===== src/rtl/glip_uart_pkg.sv =====
// Shared definitions for the configurable GLIP UART receiver and transmitter.
//   PARITY_*      parity mode encodings used by the PARITY parameter
//   uart_state_e  receiver frame FSM state encoding
//   majority3     2-of-3 vote used for per-bit oversampling
package glip_uart_pkg;

  localparam int unsigned PARITY_NONE = 0;
  localparam int unsigned PARITY_ODD  = 1;
  localparam int unsigned PARITY_EVEN = 2;

  typedef enum logic [2:0] {
    ST_IDLE      = 3'd0,
    ST_START     = 3'd1,
    ST_DATA      = 3'd2,
    ST_PARITY    = 3'd3,
    ST_STOP      = 3'd4,
    ST_WAIT_IDLE = 3'd5
  } uart_state_e;

  function automatic logic majority3(input logic a, input logic b, input logic c);
    return (a & b) | (a & c) | (b & c);
  endfunction

endpackage


===== src/rtl/glip_uart_receive_cfg_if.sv =====
// Receiver output bundle: one-entry valid/ready character register plus the
// single-cycle status pulses.
//   out_data/out_valid  character register (master drives)
//   out_ready           consumer accept (slave drives)
//   err_frame, err_parity, err_overrun, break_det  one-cycle pulses
interface glip_uart_receive_cfg_if #(
  parameter int unsigned DATA_BITS = 8
);

  logic [DATA_BITS-1:0] out_data;
  logic                 out_valid;
  logic                 out_ready;
  logic                 err_frame;
  logic                 err_parity;
  logic                 err_overrun;
  logic                 break_det;

  modport master (
    output out_data, out_valid, err_frame, err_parity, err_overrun, break_det,
    input  out_ready
  );

  modport slave (
    input  out_data, out_valid, err_frame, err_parity, err_overrun, break_det,
    output out_ready
  );

endinterface


===== src/rtl/glip_uart_bit_sampler.sv =====
// Line front end for the UART receiver: 2-flop synchroniser, falling-edge
// detect, free-running bit-time counter and 3-sample majority vote.
//   clk, rst      clock, synchronous active-high reset
//   rx            asynchronous serial line (idle high)
//   cnt_clr       restart the bit counter at 0 on the next edge
//   rx_s          synchronised line
//   fall          rx_s went 1 -> 0 on the last edge
//   sample_valid  voted bit available this cycle (count DIVISOR/2+1)
//   sample        2-of-3 majority of counts DIVISOR/2-1, DIVISOR/2, DIVISOR/2+1
//   bit_last      counter is at DIVISOR-1 (bit time ends on this edge)
module glip_uart_bit_sampler
  import glip_uart_pkg::*;
#(
  parameter int unsigned DIVISOR = 16
) (
  input  logic clk,
  input  logic rst,
  input  logic rx,
  input  logic cnt_clr,
  output logic rx_s,
  output logic fall,
  output logic sample_valid,
  output logic sample,
  output logic bit_last
);

  localparam int unsigned CNT_W = $clog2(DIVISOR);
  localparam logic [CNT_W-1:0] CNT_S0   = CNT_W'(DIVISOR / 2 - 1);
  localparam logic [CNT_W-1:0] CNT_S1   = CNT_W'(DIVISOR / 2);
  localparam logic [CNT_W-1:0] CNT_S2   = CNT_W'(DIVISOR / 2 + 1);
  localparam logic [CNT_W-1:0] CNT_LAST = CNT_W'(DIVISOR - 1);

  logic             rx_meta_q, rx_meta_d;
  logic             rx_s_q, rx_s_d;
  logic             rx_prev_q, rx_prev_d;
  logic [CNT_W-1:0] cnt_q, cnt_d;
  logic             s0_q, s0_d;
  logic             s1_q, s1_d;

  always_ff @(posedge clk) begin
    if (rst) begin
      rx_meta_q <= 1'b1;
      rx_s_q    <= 1'b1;
      rx_prev_q <= 1'b1;
      cnt_q     <= '0;
      s0_q      <= 1'b1;
      s1_q      <= 1'b1;
    end else begin
      rx_meta_q <= rx_meta_d;
      rx_s_q    <= rx_s_d;
      rx_prev_q <= rx_prev_d;
      cnt_q     <= cnt_d;
      s0_q      <= s0_d;
      s1_q      <= s1_d;
    end
  end

  always_comb begin
    rx_meta_d = rx;
    rx_s_d    = rx_meta_q;
    rx_prev_d = rx_s_q;
    // Explicit wrap so non-power-of-two divisors keep an exact bit time.
    if (cnt_clr || cnt_q == CNT_LAST) cnt_d = '0;
    else                              cnt_d = cnt_q + CNT_W'(1);
    s0_d = (cnt_q == CNT_S0) ? rx_s_q : s0_q;
    s1_d = (cnt_q == CNT_S1) ? rx_s_q : s1_q;
  end

  assign rx_s         = rx_s_q;
  assign fall         = rx_prev_q & ~rx_s_q;
  assign sample_valid = (cnt_q == CNT_S2);
  // Third sample is taken live, so the vote lands in the same cycle.
  assign sample       = majority3(s0_q, s1_q, rx_s_q);
  assign bit_last     = (cnt_q == CNT_LAST);

endmodule


===== src/rtl/glip_uart_receive_cfg.sv =====
// Configurable UART receiver (5..9 data bits, none/odd/even parity, 1 or 2
// stop bits) with break detection and a one-entry valid/ready output register.
//   clk, rst  I/O clock, synchronous active-high reset
//   rx        asynchronous serial line, idle high
//   rx_if     output bundle (master): character register and status pulses
//
// state        | meaning
// -------------+----------------------------------------------------------
// ST_IDLE      | line idle, waiting for a falling edge
// ST_START     | checking the start bit; a majority 1 is a glitch
// ST_DATA      | shifting data bits in, LSB first
// ST_PARITY    | capturing the parity bit
// ST_STOP      | sampling stop bit(s); last one triggers the frame decision
// ST_WAIT_IDLE | line still low after the frame, waiting for it to go high
module glip_uart_receive_cfg
  import glip_uart_pkg::*;
#(
  parameter int unsigned DIVISOR   = 16,
  parameter int unsigned DATA_BITS = 8,
  parameter int unsigned PARITY    = 0,
  parameter int unsigned STOP_BITS = 1
) (
  input  logic                     clk,
  input  logic                     rst,
  input  logic                     rx,
  glip_uart_receive_cfg_if.master  rx_if
);

  localparam int unsigned IDX_W = $clog2(DATA_BITS + 1);
  localparam logic [IDX_W-1:0] IDX_DATA_END  = IDX_W'(DATA_BITS);
  localparam logic [IDX_W-1:0] IDX_STOP_LAST = IDX_W'(STOP_BITS - 1);
  localparam logic PAR_EN  = (PARITY != PARITY_NONE);
  localparam logic PAR_ODD = (PARITY == PARITY_ODD);

  logic rx_s, fall, sample_valid, sample, bit_last;
  logic cnt_clr;

  glip_uart_bit_sampler #(
    .DIVISOR (DIVISOR)
  ) u_sampler (
    .clk          (clk),
    .rst          (rst),
    .rx           (rx),
    .cnt_clr      (cnt_clr),
    .rx_s         (rx_s),
    .fall         (fall),
    .sample_valid (sample_valid),
    .sample       (sample),
    .bit_last     (bit_last)
  );

  uart_state_e          state_q, state_d;
  logic [IDX_W-1:0]     idx_q, idx_d;
  logic [DATA_BITS-1:0] shreg_q, shreg_d;
  logic                 par_bit_q, par_bit_d;
  logic                 stop_bad_q, stop_bad_d;
  logic [DATA_BITS-1:0] out_data_q, out_data_d;
  logic                 out_valid_q, out_valid_d;

  logic decide, stop_bad_now, is_break, is_frame, deliver, par_mismatch, overrun;

  always_ff @(posedge clk) begin
    if (rst) begin
      state_q     <= ST_IDLE;
      idx_q       <= '0;
      shreg_q     <= '0;
      par_bit_q   <= 1'b0;
      stop_bad_q  <= 1'b0;
      out_data_q  <= '0;
      out_valid_q <= 1'b0;
    end else begin
      state_q     <= state_d;
      idx_q       <= idx_d;
      shreg_q     <= shreg_d;
      par_bit_q   <= par_bit_d;
      stop_bad_q  <= stop_bad_d;
      out_data_q  <= out_data_d;
      out_valid_q <= out_valid_d;
    end
  end

  always_comb begin
    state_d    = state_q;
    idx_d      = idx_q;
    shreg_d    = shreg_q;
    par_bit_d  = par_bit_q;
    stop_bad_d = stop_bad_q;
    cnt_clr    = 1'b0;
    decide     = 1'b0;

    unique case (state_q)
      ST_IDLE: begin
        if (fall) begin
          cnt_clr    = 1'b1;
          state_d    = ST_START;
          idx_d      = '0;
          par_bit_d  = 1'b0;
          stop_bad_d = 1'b0;
        end
      end
      ST_START: begin
        if (sample_valid && sample) state_d = ST_IDLE;
        else if (bit_last)          state_d = ST_DATA;
      end
      ST_DATA: begin
        if (sample_valid) begin
          shreg_d = {sample, shreg_q[DATA_BITS-1:1]};
          idx_d   = idx_q + IDX_W'(1);
        end
        // Uses idx_d: with DIVISOR=4 the vote and the bit end share a cycle.
        if (bit_last && idx_d == IDX_DATA_END) begin
          idx_d   = '0;
          state_d = PAR_EN ? ST_PARITY : ST_STOP;
        end
      end
      ST_PARITY: begin
        if (sample_valid) par_bit_d = sample;
        if (bit_last) begin
          idx_d   = '0;
          state_d = ST_STOP;
        end
      end
      ST_STOP: begin
        if (sample_valid) begin
          if (idx_q == IDX_STOP_LAST) begin
            decide  = 1'b1;
            state_d = rx_s ? ST_IDLE : ST_WAIT_IDLE;
          end else begin
            idx_d      = idx_q + IDX_W'(1);
            stop_bad_d = stop_bad_q | ~sample;
          end
        end
      end
      ST_WAIT_IDLE: begin
        if (rx_s) state_d = ST_IDLE;
      end
      default: state_d = ST_IDLE;
    endcase
  end

  assign stop_bad_now = stop_bad_q | ~sample;
  assign is_break     = decide & stop_bad_now & (shreg_q == '0) & ~(PAR_EN & par_bit_q);
  assign is_frame     = decide & stop_bad_now & ~is_break;
  assign deliver      = decide & ~stop_bad_now;
  assign par_mismatch = (^shreg_q) ^ par_bit_q ^ PAR_ODD;
  assign overrun      = deliver & out_valid_q & ~rx_if.out_ready;

  always_comb begin
    out_data_d  = out_data_q;
    out_valid_d = out_valid_q;
    if (deliver && !overrun) begin
      out_data_d  = shreg_q;
      out_valid_d = 1'b1;
    end else if (out_valid_q && rx_if.out_ready) begin
      out_valid_d = 1'b0;
    end
  end

  // Pulses are combinational from the decision cycle; masking with rst keeps
  // them quiet while a frame is being aborted.
  assign rx_if.out_data    = out_data_q;
  assign rx_if.out_valid   = out_valid_q;
  assign rx_if.err_frame   = ~rst & is_frame;
  assign rx_if.break_det   = ~rst & is_break;
  assign rx_if.err_parity  = ~rst & deliver & PAR_EN & par_mismatch;
  assign rx_if.err_overrun = ~rst & overrun;

endmodule

===== src/flat_wrapper.sv =====
// flat-port wrapper written by rule: the top's interface ports become plain ports
module glip_uart_receive_cfg_flat import glip_uart_pkg::*;
#(
  parameter int unsigned DIVISOR   = 16,
  parameter int unsigned DATA_BITS = 8,
  parameter int unsigned PARITY    = 0,
  parameter int unsigned STOP_BITS = 1
)
  (clk, rst, rx, rx_if_out_data, rx_if_out_valid, rx_if_err_frame, rx_if_err_parity, rx_if_err_overrun, rx_if_break_det, rx_if_out_ready);
  glip_uart_receive_cfg_if #(.DATA_BITS(DATA_BITS)) rx_if_i ();
  input  logic clk;
  input  logic rst;
  input  logic rx;
  output wire logic [$bits(rx_if_i.out_data)-1:0] rx_if_out_data;
  output wire logic [$bits(rx_if_i.out_valid)-1:0] rx_if_out_valid;
  output wire logic [$bits(rx_if_i.err_frame)-1:0] rx_if_err_frame;
  output wire logic [$bits(rx_if_i.err_parity)-1:0] rx_if_err_parity;
  output wire logic [$bits(rx_if_i.err_overrun)-1:0] rx_if_err_overrun;
  output wire logic [$bits(rx_if_i.break_det)-1:0] rx_if_break_det;
  input wire logic [$bits(rx_if_i.out_ready)-1:0] rx_if_out_ready;
  assign rx_if_out_data = rx_if_i.out_data;
  assign rx_if_out_valid = rx_if_i.out_valid;
  assign rx_if_err_frame = rx_if_i.err_frame;
  assign rx_if_err_parity = rx_if_i.err_parity;
  assign rx_if_err_overrun = rx_if_i.err_overrun;
  assign rx_if_break_det = rx_if_i.break_det;
  assign rx_if_i.out_ready = rx_if_out_ready;
  glip_uart_receive_cfg #(.DIVISOR(DIVISOR), .DATA_BITS(DATA_BITS), .PARITY(PARITY), .STOP_BITS(STOP_BITS)) u_core (.clk(clk), .rst(rst), .rx(rx), .rx_if(rx_if_i));
endmodule

===== config.mk =====
export PLATFORM = sky130hd
export DESIGN_NAME = glip_uart_receive_cfg_flat
export DESIGN_NICKNAME = d
export VERILOG_FILES = /design/src/rtl/glip_uart_pkg.sv /design/src/rtl/glip_uart_receive_cfg_if.sv /design/src/rtl/glip_uart_bit_sampler.sv /design/src/rtl/glip_uart_receive_cfg.sv /design/src/flat_wrapper.sv
export SDC_FILE = /design/constraint.sdc
export NUM_CORES = 1
export LEC_CHECK = 0
export CAP_MARGIN = 20
export CORE_MARGIN = 2
export CORE_UTILIZATION = 28
export CTS_CLUSTER_DIAMETER = 80
export DETAILED_ROUTE_END_ITERATION = 8
export HOLD_SLACK_MARGIN = 0.03
export SYNTH_ARGS = -nofsm -noshare
export SYNTH_HDL_FRONTEND = slang
export SYNTH_HIERARCHICAL = 1
export SYNTH_SLANG_ARGS = --single-unit

===== constraint.sdc =====
create_clock -name clk -period 2.33 [get_ports clk]
set_input_delay 0.466 -clock clk [delete_from_list [all_inputs] [get_ports clk]]
set_output_delay 0.466 -clock clk [all_outputs]
set_load 0.02 [all_outputs]

==> results.toml, run 1 <==
[sta]
rsz0062_at_grt = "no"
relSlewSlack = 0.570
tightest_slew_ps = 640
fin_skew_ps = 6.64
hold_viol_final = 0
fmax_ghz = 0.452
fin_crit_sh = 0.950
slew_violations = 0
timing.hold.ws_ps = 410
final-setup-viol-count = 0
fin_crit_ps = 2210

[clock_network]
clockRootBuffer = "clkbuf_8"
clk_path_buf_depth = 2
cts_made_buffers = 5
cts_tree = "built"
worstSkewPairLatency_ps = 290
cts_max_level = 2
clock-sinks = 34
clk_pin_slew_ps = 60
cts_setup_buffers = 0

[critical_path]
slowest_stage = "or3b_4"
arrival_ps = 1750
rr_worst_depth = 8
critPathRequiredTime_ps = 1860
critPathTopFamily = "simple AND/OR/NAND/NOR gates"
critPathBufInv = 2
critPathLaunchType = "register"
endpoint_kind = "output pin"
critPathMaxFanout = 3
reg2reg_from = "u_core/u_sampler/cnt_q[1]"
critical_path_class = "register to output pin"
max_stage_delay_ps = 410
cp-startpoint = "u_core/idx_q[0]"
path_cells = "inv_1 -> ha_1 -> or3b_4 -> nor2_4 -> nand3_2 -> a21oi_1 -> buf_4"
cp.depth = 7

[floorplanning]
die_h_um = 83.5
fp.dieW_um = 83.5
placementRows = 28
start_util = 0.294
die_area_sq_mm = 0.00697
ios = 17
core_sq_mm = 0.00603

[synth]
netlist_instances = 200
yosysTopAreaCellShare = 0.385
synth_cell_types = 51
yosysSeqAreaShare = 0.385
yosysWarnings = 6
ys_ff_latch = 34
async_flop_share = 0
ys.flop_type = "dfxtp_1"
synth_edf_count = 0
synth_area_leaders = "dfxtp_1, mux2i_1, a21oi_1, nand2_1, ha_1"
syn_avg_cell_area_sq_um = 8.85
netlist_area_sq_mm = 0.00177
synth_nets = 209
synth_top_cell_by_area = "dfxtp_1"

[power]
ir_drop_mv = 0.205
power_density_mw_per_mm2 = 615
cellLeakagePower_nw = 0.769

[global_route]
grt_pass1_wl_um = 6240
grt_pass1_vias = 1354
grt_max_degree = 34
gr-usage-all-layers = 0.111
grt-ovfl-total = 0
antenna_found_initial = 0

[placed_design]
place.gp.congestion = 0.784
dpl.hpwl_um = 2580
portBuffers = 15

[route]
highest_layer = "met4"
drc = 0
routed-wl-met2_um = 1550
vias_per_cell = 4.78
vias = 1454
dr.pass1.iters = 4
drt_wl_total_um = 3520
wl_met3_um = 93
ant_nets = 0
dr.first_iter.drc_count = 63
drt-wirelength-per-cell_um = 11.6
drt-met1-wl_um = 1830

[layout]
final_util = 0.357
insertedDiodeCount = 0
drive_gt1_frac = 0.197
nets = 237
multi_input_area_sq_um = 997
final-seq-area_sq_um = 681
nFillCells = 632
syn_to_final_growth_pct = 21.6

[job]
max-cap-violations = 0

[status]
status = "completed"

[worst_hold_path]
hold_start = "u_core/u_sampler/rx_meta_q"
hp-class = "register to register"
hold-path-cell-count = 1
==> cell usage in the layout, fill, tap and decap left out, drive strengths merged, types with 2 or more instances in the layout <==
cell type	n
a211oi	2
a21oi	19
and2	3
and3	3
and3b	2
buf	19
clkbuf	8
clkdlybuf4s50	12
dfxtp	34
ha	5
inv	6
mux2i	10
nand2	23
nand2b	6
nand3	5
nand3b	5
nand4	3
nor2	16
nor2b	3
nor3	9
nor3b	2
nor4	3
o21a	2
o21ai	6
or2	3
or3b	2
xnor2	2
==> synth_stat cells, drive strengths merged, types with 6 or more instances <==
cell type,n
dfxtp,34
nor2,16
a21oi,19
nand2b,6
buf,8
nor3,9
nand2,23
inv,6
o21ai,6
mux2i,10
==> registers in the layout, summed over array words and instances (netlist names) <==
signal / count
u_core/state_q: 3
u_core/u_sampler/cnt_q: 4
u_core/u_sampler/s0_q: 1
u_core/shreg_q: 8
u_core/idx_q: 4
u_core/u_sampler/rx_meta_q: 1
u_core/stop_bad_q: 1
u_core/u_sampler/rx_prev_q: 1
u_core/rx_if.out_valid: 1
u_core/u_sampler/rx_s: 1
u_core/u_sampler/s1_q: 1
u_core/rx_if.out_data: 8
==> power by group <==
| group | switching (mW) | internal (mW) |
|---|---|---|
| Clock | 0.212 | 0.238 |
| Sequential | 0.0214 | 0.603 |
| Combinational | 0.149 | 0.0995 |
| Total | 0.382 | 0.940 |
==> final timing paths <==
check                          endpoint  slack (ps)
setup / recovery        rx_if_err_frame         120
hold / removal    u_core/u_sampler/rx_s         410
setup reg to reg        u_core/idx_q[1]         300
hold reg to reg   u_core/u_sampler/rx_s         410
==> per-stage QoR <==
stage,instance area [sq um],power (mW),std cells,setup slack [ps],TNS [ps]
finish,2150,1.32,304,116,0
global route,2150,1.41,304,11.7,0
CTS,2150,1.34,304,0.875,0
detailed placement,2060,0.885,296,-82.2,-171
global placement,2060,0.885,296,-79.0,-182
floorplan,1770,0.839,200,333,0
==> cell type report <==
class,instances,area share
inverter,6,0.0105
clock buffer,7,0.0401
multi-input combinational,149,0.464
timing repair buffer,32,0.123
tap,75,0.0436
clock inverter,1,0.00233
sequential,34,0.316
==> worst register-to-register path, delay by kind of cell (launching register included) <==
| family | cells | cell delay [ps] |
|---|---|---|
| compound gates | 4 | 870 |
| flops | 1 | 330 |
| simple gates | 1 | 280 |
| fa+ha+maj | 1 | 150 |
| buf+inv | 2 | 310 |
==> kinds of logic after synthesis <==
family          Yosys count  synth area share
flops                    34             0.385
buf+inv                  17            0.0573
xor+xnor                  3            0.0149
fa+ha+maj                 6            0.0410
other cells               1           0.00212
mux                      10            0.0566
compound gates           37             0.140
simple gates             92             0.303
==> routing by layer <==
metal | vias to the layer above | GRT usage
met5 | - | 0
met4 | 0 | 0.0572
met3 | 4 | 0.0267
met2 | 22 | 0.169
met1 | 675 | 0.146
li1 | 753 | -
==> timing repair <==
action	4_1_cts	5_1_grt
pin swaps	0	0
endpoints found under the setup margin	3	3
gates resized for setup	8	7
hold buffers	0	0
Power figures use the tool's default switching activity.
==> run 2: changes to the inputs <==
- CORE_ASPECT_RATIO: default -> 1.25
==> run 2 against run 1 <==
Against the previous run: clock power grew 51%; fmax grew 0.22%; combinational power is 7% higher; sequential share of layout area down 1.6 points; global-route usage up 1.4 points; clock-buffer cell count is 1 lower; non-clock buffer count increased by 5; sequential power is essentially flat; die area barely moved; clock skew up 1.2 ps; worst hold slack gained 1.5 ps; critical path depth unchanged; critical path type unchanged; largest power group is now the clock network.
==> results.toml, run 2 (synthesized netlist as in run 1, its figures left out) <==
[clock_network]
cts_max_level = 2
cts_tree = "built"
cts_setup_buffers = 0
worstSkewPairLatency_ps = 290
clk_path_buf_depth = 2
clk_pin_slew_ps = 70
clock-sinks = 34
cts_made_buffers = 5
clockRootBuffer = "clkbuf_8"

[placed_design]
place.gp.congestion = 0.880
placed_cells = 311
dpl.hpwl_um = 2930
portBuffers = 15

[power]
combinationalPowerShare = 0.170
cellLeakagePower_nw = 0.822
swShare = 0.256
seqPwrFrac = 0.398
p_int_mw = 1.17
switchingPower_mw = 0.402
ir_drop_mv = 0.303
power_density_mw_per_mm2 = 693
p_clk_frac = 0.432

[route]
dr.first_iter.drc_count = 74
vias = 1511
drt-wirelength-per-cell_um = 12.3
vias_per_cell = 4.74
dr.pass1.iters = 4
drt_wl_total_um = 3920
drc = 0
ant_nets = 0

[critical_path]
endpoint_kind = "output pin"
reg2reg_from = "u_core/u_sampler/cnt_q[1]"
critPathRequiredTime_ps = 1860
reg2reg_slack_ps = 280
arrival_ps = 1740
critical_path_class = "register to output pin"
r2r_end = "u_core/state_q[1]"
critPathLaunchType = "register"
rr_worst_depth = 9
critPathMaxFanout = 2

[job]
max-cap-violations = 0

[status]
status = "completed"

[global_route]
grt.met2_usage = 0.196
grt.busiest_layer = "met2"
gr-usage-all-layers = 0.125
met1_usage = 0.154
grt_pass1_wl_um = 6720
use_met3 = 0.0392
grt-ovfl-total = 0
grt_pass1_vias = 1443
antenna_found_initial = 0
grt_max_degree = 20

[floorplanning]
start_util = 0.289
placementRows = 32
fp.dieW_um = 75.1
die_area_sq_mm = 0.00697
core_sq_mm = 0.00613
ios = 17
die_h_um = 92.9

[layout]
nets = 242
final_common_cell = "dfxtp_1"
drive_gt1_frac = 0.222
insertedDiodeCount = 0
syn_to_final_growth_pct = 27.9
final_cell_mix = "dfxtp_1, buf_4, nand2_1"
final_util = 0.369
nFillCells = 632
instances_no_fill = 319

[worst_hold_path]
worstHoldEndpoint = "u_core/u_sampler/rx_s"
hp-class = "register to register"
hold_start = "u_core/u_sampler/rx_meta_q"
hold-path-cell-count = 1

[sta]
fmax_ghz = 0.453
relSlewSlack = 0.533
rsz0062_at_grt = "no"
timing.hold.ws_ps = 412
fin_skew_ps = 7.84
fin_crit_sh = 0.948
final-setup-viol-count = 0
fin_crit_ps = 2210
slew_violations = 0
tightest_slew_ps = 695
hold_viol_final = 0
[run 2: power by group through the flow]
stage	clock [mW]	combinational, mW	sequential [mW]
3_5_place_dp	0	0.261	0.636
3_3_place_gp	0	0.262	0.635
5_1_grt	0.720	0.296	0.627
2_1_floorplan	0	0.201	0.639
4_1_cts	0.688	0.263	0.623
6_report	0.678	0.266	0.624
[run 2: how the worst max path moves through the flow]
stage,to,startpoint,slack [ps]
CTS,rx_if_break_det,u_core/idx_q[0],9
floorplan,rx_if_err_overrun,u_core/u_sampler/cnt_q[1],330
detailed placement,rx_if_err_frame,rst,-160
global route,rx_if_err_frame,u_core/idx_q[0],40
global placement,rx_if_err_overrun,rst,-160
finish,rx_if_err_frame,u_core/idx_q[0],120
[run 2: per-layer routing]
metal  vias up  wire length [um]  part of all wire
li1        768                 -                 -
met1       698              1770              0.45
met2        34              1860              0.47
met3        11               166             0.042
met4         0               122             0.031
met5         -                 0                 0
[run 2: worst max-delay path: stages, from the launching register on]
cell and delay [ps]:
dfxtp_1 310, inv_1 70, ha_1 160, or3b_4 400, nor2_4 130, nand3_2 110
a21oi_2 110, buf_4 150
[run 2: metrics by stage]
stage	setup WS [ps]	area [sq um]	TNS, ps	power (mW)
after detailed placement	-163	2110	-414	0.898
after floorplan	333	1770	0	0.839
after CTS	9.14	2250	0	1.57
final	121	2260	0	1.57
after global routing	40.6	2260	0	1.64
after global placement	-156	2110	-401	0.897
[run 2: cell type report]
| class | count | area [sq um] | share of cell area |
|---|---|---|---|
| well taps | 85 | 106 | 0.0470 |
| clock inverters | 2 | 60.1 | 0.0265 |
| clock buffers | 6 | 82.6 | 0.0365 |
| inverters | 6 | 22.5 | 0.00996 |
| repair buffers | 37 | 303 | 0.134 |
| flip-flops and latches | 34 | 681 | 0.301 |
| multi-input cells | 149 | 1010 | 0.445 |
[run 2: repair_timing]
action | 4_1_cts | 5_1_grt
hold buffers | 0 | 0
gates resized for setup | 8 | 9
hold endpoints to repair | 0 | 0
setup endpoints to repair | 3 | 3
